File: src/rtl/rcc_pkg.sv
// Shared types and constants for the ripple-counter capture block.
package rcc_pkg;
  localparam int unsigned RC_W         = 4;
  localparam int unsigned RC_MOD       = 16;
  localparam int unsigned DEF_WIDTH    = 16;
  localparam int unsigned DEF_SYNC_STG = 2;

  typedef enum logic {ST_INIT, ST_RUN} state_t;

  // Events between two down-counter codes, wrapping 0 -> 15.
  function automatic logic [RC_W-1:0] rc_delta(input logic [RC_W-1:0] base,
                                               input logic [RC_W-1:0] cur);
    return RC_W'((RC_MOD + 32'(base) - 32'(cur)) % RC_MOD);
  endfunction
endpackage

File: src/rtl/rcc_bus_sync.sv
// N-bit multi-flop synchroniser; resets to all-ones to match the counter's start code.
module rcc_bus_sync #(
  parameter int unsigned N   = 4,
  parameter int unsigned STG = 2
) (
  input  logic         clk,
  input  logic         rstn,
  input  logic [N-1:0] d,
  output logic [N-1:0] sync_q
);
  logic [STG-1:0][N-1:0] stg_q;
  logic [STG-1:0][N-1:0] stg_d;

  always_comb begin
    stg_d    = stg_q;
    stg_d[0] = d;
    for (int i = 1; i < int'(STG); i++) begin
      stg_d[i] = stg_q[i-1];
    end
  end

  always_ff @(posedge clk or negedge rstn) begin
    if (!rstn) begin
      stg_q <= '1;
    end else begin
      stg_q <= stg_d;
    end
  end

  assign sync_q = stg_q[STG-1];
endmodule

File: src/rtl/ripple_count_capture.sv
// Turns the async 4-bit down-counting ripple code into a clk-domain WIDTH-bit event total
// with threshold pulse, sticky overflow and a ready/valid snapshot register.
module ripple_count_capture
  import rcc_pkg::*;
#(
  parameter int unsigned WIDTH    = DEF_WIDTH,
  parameter int unsigned SYNC_STG = DEF_SYNC_STG
) (
  input  logic             clk,
  input  logic             rstn,
  input  logic [RC_W-1:0]  rc_in,
  input  logic             clr,
  input  logic [WIDTH-1:0] thresh,
  input  logic             snap_req,
  input  logic             snap_ready,
  output logic             snap_valid,
  output logic [WIDTH-1:0] snap_data,
  output logic [WIDTH-1:0] total,
  output logic             thr_hit,
  output logic             ovf
);
  localparam int unsigned FILL_W = $clog2(SYNC_STG + 1);
  localparam int unsigned SUM_W  = WIDTH + 1;

  logic [RC_W-1:0]   s_q;
  logic [RC_W-1:0]   p_q, p_d;
  logic [RC_W-1:0]   base_q, base_d;
  logic [FILL_W-1:0] fill_q, fill_d;
  state_t            state_q, state_d;
  logic [WIDTH-1:0]  total_q, total_d;
  logic [WIDTH-1:0]  snap_data_q, snap_data_d;
  logic              snap_valid_q, snap_valid_d;
  logic              thr_hit_q, thr_hit_d;
  logic              ovf_q, ovf_d;

  logic              stable_c;
  logic              flushed_c;
  logic [RC_W-1:0]   delta_c;
  logic [SUM_W-1:0]  sum_c;

  rcc_bus_sync #(.N(RC_W), .STG(SYNC_STG)) u_sync (
    .clk    (clk),
    .rstn   (rstn),
    .d      (rc_in),
    .sync_q (s_q)
  );

  // The reset all-ones code must drain out of the chain before a baseline is trusted.
  assign flushed_c = (fill_q == FILL_W'(SYNC_STG));
  assign stable_c  = (s_q == p_q);
  assign delta_c   = rc_delta(base_q, s_q);
  assign sum_c     = SUM_W'(total_q) + SUM_W'(delta_c);

  always_comb begin
    state_d      = state_q;
    p_d          = s_q;
    base_d       = base_q;
    fill_d       = fill_q;
    total_d      = total_q;
    ovf_d        = ovf_q;
    snap_valid_d = snap_valid_q;
    snap_data_d  = snap_data_q;

    if (!flushed_c) begin
      fill_d = fill_q + FILL_W'(1);
    end

    case (state_q)
      ST_INIT: begin
        if (flushed_c && stable_c && !clr) begin
          base_d  = s_q;
          state_d = ST_RUN;
        end
      end
      ST_RUN: begin
        if (stable_c && (s_q != base_q)) begin
          base_d  = s_q;
          total_d = sum_c[WIDTH-1:0];
          if (sum_c[WIDTH]) begin
            ovf_d = 1'b1;
          end
        end
      end
      default: state_d = ST_INIT;
    endcase

    // Clear discards any same-cycle delta and re-bases on the current stable code.
    if (clr) begin
      total_d = '0;
      ovf_d   = 1'b0;
      base_d  = base_q;
      if ((state_q == ST_RUN) && stable_c) begin
        base_d = s_q;
      end
    end

    thr_hit_d = (thresh != '0) && (total_q < thresh) && (total_d >= thresh);

    if (!snap_valid_q && snap_req) begin
      snap_valid_d = 1'b1;
      snap_data_d  = total_q;
    end else if (snap_valid_q && snap_ready) begin
      snap_valid_d = 1'b0;
    end
  end

  always_ff @(posedge clk or negedge rstn) begin
    if (!rstn) begin
      state_q      <= ST_INIT;
      p_q          <= '1;
      base_q       <= '1;
      fill_q       <= '0;
      total_q      <= '0;
      ovf_q        <= 1'b0;
      thr_hit_q    <= 1'b0;
      snap_valid_q <= 1'b0;
      snap_data_q  <= '0;
    end else begin
      state_q      <= state_d;
      p_q          <= p_d;
      base_q       <= base_d;
      fill_q       <= fill_d;
      total_q      <= total_d;
      ovf_q        <= ovf_d;
      thr_hit_q    <= thr_hit_d;
      snap_valid_q <= snap_valid_d;
      snap_data_q  <= snap_data_d;
    end
  end

  assign total      = total_q;
  assign ovf        = ovf_q;
  assign thr_hit    = thr_hit_q;
  assign snap_valid = snap_valid_q;
  assign snap_data  = snap_data_q;
endmodule

File: config.mk
export PLATFORM = sky130hd
export DESIGN_NAME = ripple_count_capture
export DESIGN_NICKNAME = d
export VERILOG_FILES = /design/src/rtl/rcc_pkg.sv /design/src/rtl/rcc_bus_sync.sv /design/src/rtl/ripple_count_capture.sv
export SDC_FILE = /design/constraint.sdc
export NUM_CORES = 1
export LEC_CHECK = 0
export ABC_CLOCK_PERIOD_IN_PS = 3800
export BUFFER_PORTS_ARGS = -buffer_cell sky130_fd_sc_hd__buf_2
export CAP_MARGIN = 20
export CORE_MARGIN = 2
export CORE_UTILIZATION = 50
export CTS_CLUSTER_DIAMETER = 80
export DETAILED_ROUTE_END_ITERATION = 10
export MAX_ROUTING_LAYER = met4
export PLACE_DENSITY = 0.76
export SYNTH_ARGS = -nofsm -noshare
export SYNTH_HDL_FRONTEND = slang
export SYNTH_HIERARCHICAL = 1
export SYNTH_SLANG_ARGS = --single-unit
File: constraint.sdc
create_clock -name clk -period 3.8 [get_ports clk]
set_input_delay 0.57 -clock clk [delete_from_list [all_inputs] [get_ports clk]]
set_output_delay 0.57 -clock clk [all_outputs]
set_load 0.02 [all_outputs]
==> results.tsv <==
metric	value	unit
Root Driver	clkbuf_8	
max_cap viols	0	
RSZ-0062 raised after global routing	true	
PortBufs	59	
hold slack	331.3	ps
Yosys cell types	51	
number of global-route vias before repair	2551	
Initial Util	0.5110	
die area	7033	um2
commonest non-fill, non-tap cell in the layout	buf_2	
Max H-tree Level	2	
VDD IR-drop max	0.2184	mV
CTS tree	yes	
CP arrival	4080	ps
Main synth FF type	dfrtp_1	
Util after Layout	0.6333	
initial antenna violation count	0	
CP required	4070	ps
total number of vias	2498	
total core area	6241	um2
Worst-path clk slew	100	ps
worst min-delay path category	input port to flop	
Die Wd	83.87	um
Tcrit/Tclk final	1.003	
most frequent cells in the layout	buf_2, dfrtp_1, ha_1, inv_1, mux2_2	
Post-DP Area	3670	um2
# IOs	60	
first-pass GRT wire length	12010	um
Layout area overhead	23.93	%
clock share of power	0.260	
WS Path Type	flop to flop	
Final Hold Fails	0	
All-Layer GR Usage	0.2227	
Max Slew Vio Count	0	
Max-Slew Margin vs Limit	0.3892	
Max Freq	0.2623	GHz
Die H	83.87	um
synthesized area	3189	um2
status	finished, violations left	
Detailed Routing Iterations Pass 1	4	
TritonCTS Sinks	54	
Comb power frac	0.313	
Startpoint Class	flop	
EDFF count, synth	0	
YS warnings	6	
Net Count, Synth	357	
largest net degree at the start of global routing	43	
#FFs+latches synth	54	
Sw Ratio	0.3245	
min cycle time layout	3812	ps
sequential share of the synthesized area	0.4300	
Int Power	1.056	mW
Clock Skew	7.756	ps
DP HPWL	5557	um
Crit Path Max Fanout	4	
Avg Inst Size Synth	11.00	um2
wirelength, routed	7491	um
failing checks	setup timing	
Finish-stage setup viols	1	
clk_lat worst skew	320	ps
final non-filler cell area	3953	um2
Leak Pwr	2.010	nW
Routed Antenna Nets	0	
n_diodes	0	
Worst-Margin Slew	916.2	ps
post-place setup slack	-234.0	ps
final worst slack	-11.80	ps
layout cell share with drive strength beyond 1	0.4022	
cell area power density	395.4	nW/um2
vias per inst	5.613	
Rows	29	
post-synthesis async set-or-reset flop share	1.000	
CP Capture Type	flop	
final net count	434	
Sw Pwr	0.5071	mW
violation count after the first detailed-route iteration	62	
GPL Wtd Cong	0.8939	
sequential power share	0.428	
cts hold-fix bufs	0	
WL/cell	16.83	um
gr ovfl total	0	
drc violations	0	
Longest Clk Path Bufs	2	
total CTS buffers	5	
cell count after synthesis	290	
flip-flops by register name, summed over array words and instances, names as in the netlist, 2 cells and up:
name	cells
fill_q	2
base_q	4
total	16
u_sync/sync_q	4
p_q	4
u_sync/stg_d	4
snap_data	16
final timing paths:
path,from,end,slack (ps),cells past startpoint
max in group asynchronous,rstn,snap_data[2]$_DFFE_PN0P_,2680,2
hold reg to reg,u_sync/stg_d[5]$_DFF_PN1_,u_sync/sync_q[1]$_DFF_PN1_,360,0
setup reg to reg,u_sync/sync_q[0]$_DFF_PN1_,thr_hit$_DFF_PN0_,-10,16
min in group asynchronous,rstn,total[9]$_DFF_PN0_,370,1
setup / recovery,u_sync/sync_q[0]$_DFF_PN1_,thr_hit$_DFF_PN0_,-10,16
hold / removal,rc_in[0],u_sync/stg_d[4]$_DFF_PN1_,330,1
metrics by stage:
step           TNS [ps]  cells  power [mW]
2_1_floorplan         0    290      0.9592
3_3_place_gp     -57.90    436       1.088
3_5_place_dp     -234.0    436       1.111
4_1_cts               0    444       1.546
5_1_grt          -150.3    445       1.656
6_report         -11.80    445       1.563
metal layers:
layer  wire (um)  track usage
met5           0            -
met3         204      0.02868
met1        3250       0.2733
met4         155      0.08944
met2        3881       0.3745
power groups by stage:
stage	Sequential [mW]	Clock, mW	Combinational [mW]
2_1_floorplan	0.681	0	0.278
4_1_cts	0.668	0.415	0.463
5_1_grt	0.675	0.434	0.547
3_3_place_gp	0.674	0	0.414
3_5_place_dp	0.678	0	0.433
6_report	0.668	0.406	0.489
cell type report:
type | count | area [um2]
Multi-Input combinational cell | 206 | 1858
Tap cell | 77 | 96.34
Fill cell | 521 | 2288
Clock buffer | 5 | 68.82
Timing Repair Buffer | 75 | 415.4
Clock inverter | 3 | 48.80
Inverter | 25 | 93.84
Sequential cell | 54 | 1371
what timing repair did:
action,4_1_cts,5_1_grt
setup endpoints to repair,1,1
gates resized for setup,20,10
pin swaps,10,5
setup buffers,0,1
cell usage after synthesis (2+ instances only):
| cell | n | area share |
|---|---|---|
| a21oi_1 | 12 | 0.019 |
| nor4_1 | 6 | 0.012 |
| xor2_1 | 2 | 0.0055 |
| clkbuf_1 | 3 | 0.0035 |
| nand2b_1 | 3 | 0.0059 |
| dfstp_2 | 16 | 0.13 |
| nand2_1 | 12 | 0.014 |
| o21ai_0 | 11 | 0.017 |
| a221oi_1 | 2 | 0.0055 |
| fa_1 | 2 | 0.013 |
| a21o_1 | 7 | 0.016 |
| a211oi_1 | 2 | 0.0047 |
| nand4_1 | 5 | 0.0098 |
| mux2i_1 | 2 | 0.0063 |
| a31oi_1 | 2 | 0.0039 |
| mux2_2 | 20 | 0.071 |
| dfrtp_1 | 38 | 0.30 |
| nand3_1 | 7 | 0.011 |
| xnor2_1 | 13 | 0.036 |
| inv_1 | 25 | 0.029 |
| and4_1 | 2 | 0.0055 |
| ha_1 | 40 | 0.16 |
| nor2_1 | 18 | 0.021 |
| nor4b_1 | 2 | 0.0055 |
| nor2b_1 | 6 | 0.012 |
| a211o_1 | 2 | 0.0055 |
| nor3_1 | 3 | 0.0047 |
| and3_1 | 4 | 0.0078 |
kinds of logic (layout without fill, tap and decap cells):
family                   Yosys count  in the layout  synth area share
AO/OA/AOI/OAI                     49             49            0.1055
XOR/XNOR                          16             16           0.04630
adder cells (fa/ha/maj)           42             42            0.1695
buffers and inverters             30            108           0.03805
flip-flops                        54             54            0.4300
multiplexers                      23             23           0.08042
AND/OR/NAND/NOR                   76             76            0.1303
worst max-delay path, stage by stage (launching register included):
cell	delay (ps)
dfstp_2	570
ha_4	130
inv_2	40
fa_2	340
xor2_2	160
ha_1	320
and3_4	210
o21ai_2	70
a211o_1	320
nor3_2	210
mux2_4	340
ha_4	270
a21o_1	110
a31oi_1	90
a32o_2	270
a21oi_2	110
o2111a_1	200
Power figures use the tool's default switching activity.
